[config.mk]
export PLATFORM = sky130hd
export DESIGN_NAME = inst_fetch_queue
export DESIGN_NICKNAME = d
export VERILOG_FILES = /design/src/rtl/fetch_pkg.sv /design/src/rtl/fetch_window_rotator.sv /design/src/rtl/inst_fetch_queue.sv
export SDC_FILE = /design/constraint.sdc
export NUM_CORES = 1
export LEC_CHECK = 0
export ABC_AREA = 1
export BUFFER_PORTS_ARGS = -buffer_cell sky130_fd_sc_hd__buf_2
export CAP_MARGIN = 0
export CORE_MARGIN = 5
export CORE_UTILIZATION = 29
export CTS_CLUSTER_SIZE = 16
export DETAILED_ROUTE_END_ITERATION = 8
export PLACE_DENSITY = 0.52
export SETUP_SLACK_MARGIN = 0.1
export SYNTH_ARGS = -nofsm -noshare
export SYNTH_HDL_FRONTEND = slang
export SYNTH_HIERARCHICAL = 1
export SYNTH_SLANG_ARGS = --single-unit
export TNS_END_PERCENT = 20
[constraint.sdc]
create_clock -name clk -period 3.1 [get_ports clk]
set_input_delay 0.62 -clock clk [delete_from_list [all_inputs] [get_ports clk]]
set_output_delay 0.62 -clock clk [all_outputs]
set_load 0.005 [all_outputs]
[src/rtl/fetch_pkg.sv]
// Shared fetch/decode definitions: instruction window geometry and fetch-line size.
// Used by the fetch queue and the decoder so both agree on the window layout.
package fetch_pkg;

  localparam int MAX_INST_BYTES   = 15;
  localparam int FETCH_LINE_BYTES = 8;

  // Byte 0 of the window occupies bits [0:7] (oldest byte first).
  typedef logic [0:MAX_INST_BYTES*8-1] window_t;

  // Number of bytes a fetch line contributes after dropping the leading skip bytes.
  function automatic logic [3:0] line_payload(input logic [2:0] skip);
    return 4'(FETCH_LINE_BYTES) - {1'b0, skip};
  endfunction

endpackage

[src/rtl/fetch_window_rotator.sv]
// Combinational rotate-and-mask: presents the oldest bytes of the circular store as
// the decode window, zeroing lanes beyond the number of valid bytes.
module fetch_window_rotator
  import fetch_pkg::*;
#(
  parameter int DEPTH_BYTES = 32,
  localparam int PTR_W = $clog2(DEPTH_BYTES),
  localparam int CNT_W = PTR_W + 1
) (
  input  logic [DEPTH_BYTES*8-1:0] storage,
  input  logic [PTR_W-1:0]         rd_ptr,
  input  logic [CNT_W-1:0]         count,
  output window_t                  window,
  output logic [3:0]               window_count
);

  logic [7:0] mem_bytes [DEPTH_BYTES];

  for (genvar k = 0; k < DEPTH_BYTES; k++) begin : g_unpack
    assign mem_bytes[k] = storage[k*8 +: 8];
  end

  assign window_count = (count > CNT_W'(MAX_INST_BYTES)) ? 4'(MAX_INST_BYTES) : count[3:0];

  // The read index wraps naturally because it is exactly PTR_W bits wide.
  for (genvar i = 0; i < MAX_INST_BYTES; i++) begin : g_lane
    logic [PTR_W-1:0] idx;
    assign idx = rd_ptr + PTR_W'(i);
    assign window[i*8 +: 8] = (4'(i) < window_count) ? mem_bytes[idx] : 8'h00;
  end

endmodule

[src/rtl/inst_fetch_queue.sv]
// Byte-granular instruction fetch queue feeding the decode window.
// Optional statistics counters are enabled with INST_FETCH_QUEUE_STATS_EN.
module inst_fetch_queue
  import fetch_pkg::*;
#(
  parameter int DEPTH_BYTES = 32,
  localparam int PTR_W = $clog2(DEPTH_BYTES),
  localparam int CNT_W = PTR_W + 1
) (
  input  logic        clk,
  input  logic        reset,
  input  logic        fill_valid,
  output logic        fill_ready,
  input  logic [63:0] fill_data,
  input  logic [2:0]  fill_skip,
  output window_t     window,
  output logic [3:0]  window_count,
  input  logic        consume_valid,
  input  logic [3:0]  consume_bytes,
  input  logic        flush,
  output logic        overrun_err
`ifdef INST_FETCH_QUEUE_STATS_EN
  ,
  output logic [31:0] stat_bytes_consumed,
  output logic [31:0] stat_starve_cycles
`endif
);

  logic [PTR_W-1:0]         rd_ptr;
  logic [PTR_W-1:0]         wr_ptr;
  logic [CNT_W-1:0]         count;
  logic [CNT_W-1:0]         count_next;
  logic [DEPTH_BYTES*8-1:0] storage;

  logic       fill_fire;
  logic [3:0] fill_len;
  logic       consume_ok;
  logic       consume_bad;

  logic             wr_en   [DEPTH_BYTES];
  logic [7:0]       wr_byte [DEPTH_BYTES];

  assign fill_ready = (count <= CNT_W'(DEPTH_BYTES - FETCH_LINE_BYTES));
  assign fill_fire  = fill_valid && fill_ready;
  assign fill_len   = line_payload(fill_skip);

  // Legality uses the window as it stood before this cycle's fill lands.
  assign consume_ok  = consume_valid && (consume_bytes <= window_count);
  assign consume_bad = consume_valid && (consume_bytes >  window_count);

  always_comb begin
    count_next = count;
    if (fill_fire) count_next = count_next + CNT_W'(fill_len);
    if (consume_ok) count_next = count_next - CNT_W'(consume_bytes);
  end

  // Each storage byte checks whether it falls inside this cycle's write span.
  for (genvar k = 0; k < DEPTH_BYTES; k++) begin : g_wr
    logic [PTR_W-1:0] off;
    logic [2:0]       src;
    assign off        = PTR_W'(k) - wr_ptr;
    assign src        = off[2:0] + fill_skip;
    assign wr_en[k]   = fill_fire && !flush && (off < PTR_W'(fill_len));
    assign wr_byte[k] = fill_data[{src, 3'b000} +: 8];
  end

  // Byte storage holds no reset; stale contents are masked by count.
  always_ff @(posedge clk) begin
    for (int k = 0; k < DEPTH_BYTES; k++) begin
      if (wr_en[k]) storage[k*8 +: 8] <= wr_byte[k];
    end
  end

  always_ff @(posedge clk or posedge reset) begin
    if (reset) begin
      rd_ptr <= '0;
      wr_ptr <= '0;
      count  <= '0;
    end else if (flush) begin
      rd_ptr <= '0;
      wr_ptr <= '0;
      count  <= '0;
    end else begin
      if (fill_fire) wr_ptr <= wr_ptr + PTR_W'(fill_len);
      if (consume_ok) rd_ptr <= rd_ptr + PTR_W'(consume_bytes);
      count <= count_next;
    end
  end

  // A flush wins over an illegal consume, so the error only latches without one.
  always_ff @(posedge clk or posedge reset) begin
    if (reset) begin
      overrun_err <= 1'b0;
    end else if (consume_bad && !flush) begin
      overrun_err <= 1'b1;
    end
  end

  fetch_window_rotator #(
    .DEPTH_BYTES(DEPTH_BYTES)
  ) u_rotator (
    .storage     (storage),
    .rd_ptr      (rd_ptr),
    .count       (count),
    .window      (window),
    .window_count(window_count)
  );

`ifdef INST_FETCH_QUEUE_STATS_EN
  logic [32:0] consumed_sum;
  assign consumed_sum = {1'b0, stat_bytes_consumed} + 33'(consume_bytes);

  always_ff @(posedge clk or posedge reset) begin
    if (reset) begin
      stat_bytes_consumed <= '0;
      stat_starve_cycles  <= '0;
    end else begin
      if (consume_ok && !flush) begin
        stat_bytes_consumed <= consumed_sum[32] ? 32'hFFFF_FFFF : consumed_sum[31:0];
      end
      if ((window_count < 4'(MAX_INST_BYTES)) && !flush && !fill_valid &&
          (stat_starve_cycles != 32'hFFFF_FFFF)) begin
        stat_starve_cycles <= stat_starve_cycles + 32'd1;
      end
    end
  end
`endif

endmodule

==> results.sh <==
export IMPL_place_gp_congestion=1.16
export IMPL_hold_buffers=0
export IMPL_hold_class="primary input to async pin"
export IMPL_synth_top_area_cell="edfxtp_1"
export IMPL_overflow=0
export IMPL_nets=4673
export IMPL_avgRoutedWirePerCell_um=29.3
export IMPL_synthFlopType="edfxtp_1"
export IMPL_clockRootBuffer="clkbuf_16"
export IMPL_status="complete, but fails checks"
export IMPL_cpPeakStageDelay_ps=540
export IMPL_ys_types=39
export IMPL_synthXorXnorAreaFrac=0.0206
export IMPL_holdWs_ps=141
export IMPL_routed_top_layer="met5"
export IMPL_wl_met2_um=72200
export IMPL_numCtsBuffers=30
export IMPL_die_h_um=310
export IMPL_drc_errors=0
export IMPL_area_growth_pct=41.2
export IMPL_slowest_stage="dfrtp_4"
export IMPL_vias=33400
export IMPL_synth_seq_cells=273
export IMPL_synth_compound_area_frac=0.0722
export IMPL_synthSimpleGateAreaFrac=0.480
export IMPL_synth_area_sq_mm=0.0262
export IMPL_violations="negative setup slack"
export IMPL_cts_path_max_buffers=3
export IMPL_synth_top_family_by_area="simple AND/OR/NAND/NOR gates"
export IMPL_yosysTopAreaCellShare=0.294
export IMPL_clkTransAtPathRegs_ps=60
export IMPL_met1Wirelength_um=61200
export IMPL_maxCapViolCount=0
export IMPL_io_pins=202
export IMPL_multi_input_comb_area_sq_mm=0.0187
export IMPL_grtUsageTotal=0.329
export IMPL_start_util=0.291
export IMPL_port_buffers=201
export IMPL_cpMostUsedCell="nand2_1"
export IMPL_stdcell_area_sq_mm=0.0370
export IMPL_cts_max_level=1
export IMPL_path_max_fanout=10
export IMPL_synth_cells=4038
export IMPL_grt_pass1_wl_um=226000
export IMPL_synth_warnings=6
export IMPL_post_route_util=0.411
export IMPL_cts_tree="built"
export IMPL_row_count=110
export IMPL_syn_avg_cell_area_sq_um=6.48
export IMPL_fmax_mhz=281
export IMPL_syn_num_nets=4199
export IMPL_synth_area_leaders="edfxtp_1 (29%), nand3_1 (29%), nand2_1 (16%)"
export IMPL_regArea_sq_mm=0.00812
export IMPL_synthAdderAreaFrac=0.0429
export IMPL_arrival_ps=2940
export IMPL_core_region_area_sq_mm=0.0899
export IMPL_synth_edf_count=256
export IMPL_clkLatencyLatePin_ps=610
export IMPL_path_buf_inv=6
export IMPL_setup_violations_final=120
export IMPL_slew_viol_final=0
export IMPL_cp_data_required_time_ps=2480
export IMPL_crit_path_end_kind="output port"
export IMPL_wl_met3_um=15700
export IMPL_fillCellCount=9411
export IMPL_antenna_found_initial=7
export IMPL_relSlewSlack=0.374
export IMPL_critical_path_class="register to output port"
export IMPL_placed_area_sq_mm=0.0317
export IMPL_worstSetupStartpointType="register"
export IMPL_fin_crit_sh=1.15
export IMPL_worst_pin_slew_ps=930
export IMPL_first_pass_iters=6
export IMPL_min_period_ps=3560
export IMPL_dp_hpwl_um=132000
export IMPL_final_cell_mix="nand3_1 (1262), nand2_1 (1047), buf_4 (320)"
export IMPL_grt_pass1_vias=31300
export IMPL_wl_um=167000
export IMPL_clock_skew_ps=21.2
export IMPL_setup_ws_ps=-456
export IMPL_grt_max_degree=86
export IMPL_hold_viol=0
export IMPL_yosysSeqAreaShare=0.310
export IMPL_layout_commonest_cell="nand3_1"
export IMPL_die_area_sq_mm=0.0964
export IMPL_antenna_left=0
export IMPL_clkSinkCount=273
export IMPL_drt_iter0_drc=4578
export IMPL_async_reset_ff_frac=0.0623
export IMPL_rsz0062_at_grt="true"
export IMPL_die_w_um=310
export IMPL_drive_above_1_share=0.282
export IMPL_cpLargestDelayFamily="buffers and inverters"
export IMPL_viasPerCell=5.85
export IMPL_path_cells="inv_6 > ha_4 > clkinv_8 > buf_6 > buf_16 > nand3_1 > nand2_1 > nand2_1 > nand2_2 > o21ai_2 > nor2_1 > buf_4 > nor2_4 > buf_2"
export IMPL_synth_mux_area_frac=0.00688
[path summary, 6_finish.rpt]
check | start | endpoint | slack [ps] | depth (start not counted)
setup / recovery | rd_ptr[1] | window[61] | -460 | 14
hold / removal | reset | rd_ptr[0] | 140 | 2
hold reg to reg | overrun_err | overrun_err | 460 | 1
setup reg to reg | wr_ptr[0] | storage[103] | 70 | 9
min in group clk | consume_valid | overrun_err | 320 | 3
max in group asynchronous | reset | count[2] | 2360 | 3
[flip-flops by register name (all words and copies together) (netlist names)]
name and flops:
wr_ptr 5, count 6, storage 256, overrun_err 1, rd_ptr 5
[Yosys cell counts, types with 7 or more instances]
| library cell | count |
|---|---|
| o21a_1 | 8 |
| nor3_1 | 13 |
| xor2_2 | 9 |
| clkbuf_1 | 97 |
| buf_1 | 51 |
| fa_1 | 8 |
| o21ai_2 | 7 |
| buf_2 | 100 |
| o21ai_1 | 13 |
| xor2_1 | 25 |
| dfrtp_1 | 17 |
| edfxtp_1 | 256 |
| nor2_1 | 173 |
| a21oi_1 | 166 |
| o21bai_1 | 8 |
| ha_1 | 77 |
| nand2_1 | 1126 |
| inv_1 | 156 |
| o21ai_0 | 153 |
| nand3_1 | 1511 |
| mux2_2 | 16 |
[layout make-up]
| cell class | count | share of cell area |
|---|---|---|
| diodes | 1 | 0.0000677 |
| clock buffers | 37 | 0.0210 |
| clock inverters | 18 | 0.00660 |
| inverters | 165 | 0.0188 |
| multi-input cells | 3341 | 0.507 |
| flip-flops and latches | 273 | 0.220 |
| well taps | 1176 | 0.0398 |
| repair buffers | 701 | 0.187 |
[kinds of logic (layout without fill, tap and decap cells)]
family | count (synthesis) | after routing
xor gates and xnor gates | 46 | 46
muxes | 16 | 16
AOI/OAI and AO/OA | 362 | 362
adders and majority gates | 85 | 85
DFF | 273 | 273
other | 0 | 1
and+or+nand+nor | 2832 | 2832
buffers and inverters | 424 | 921
[repair_timing]
action                                  CTS  global route
setup buffers                            33            14
gates resized for setup                 444           262
pin swaps                                79            78
endpoints found under the setup margin  128           142
gates cloned                             18            10
[layer usage]
layer,up-vias,track usage
li1,15000,-
met1,15900,0.394
met2,1958,0.514
met3,563,0.0643
met4,6,0.267
met5,-,0
[through the flow]
stage,setup TNS [ps],setup WS [ps],std cells
2_1_floorplan,0,53.1,4038
3_3_place_gp,-687,-91.0,5581
3_5_place_dp,-848,-99.9,5581
4_1_cts,-36140,-397,5687
5_1_grt,-46370,-504,5711
6_report,-38220,-456,5712
Power is left out: the tool's default activity adds up to more than one toggle a clock period on the data nets, which glitch-free logic cannot reach.
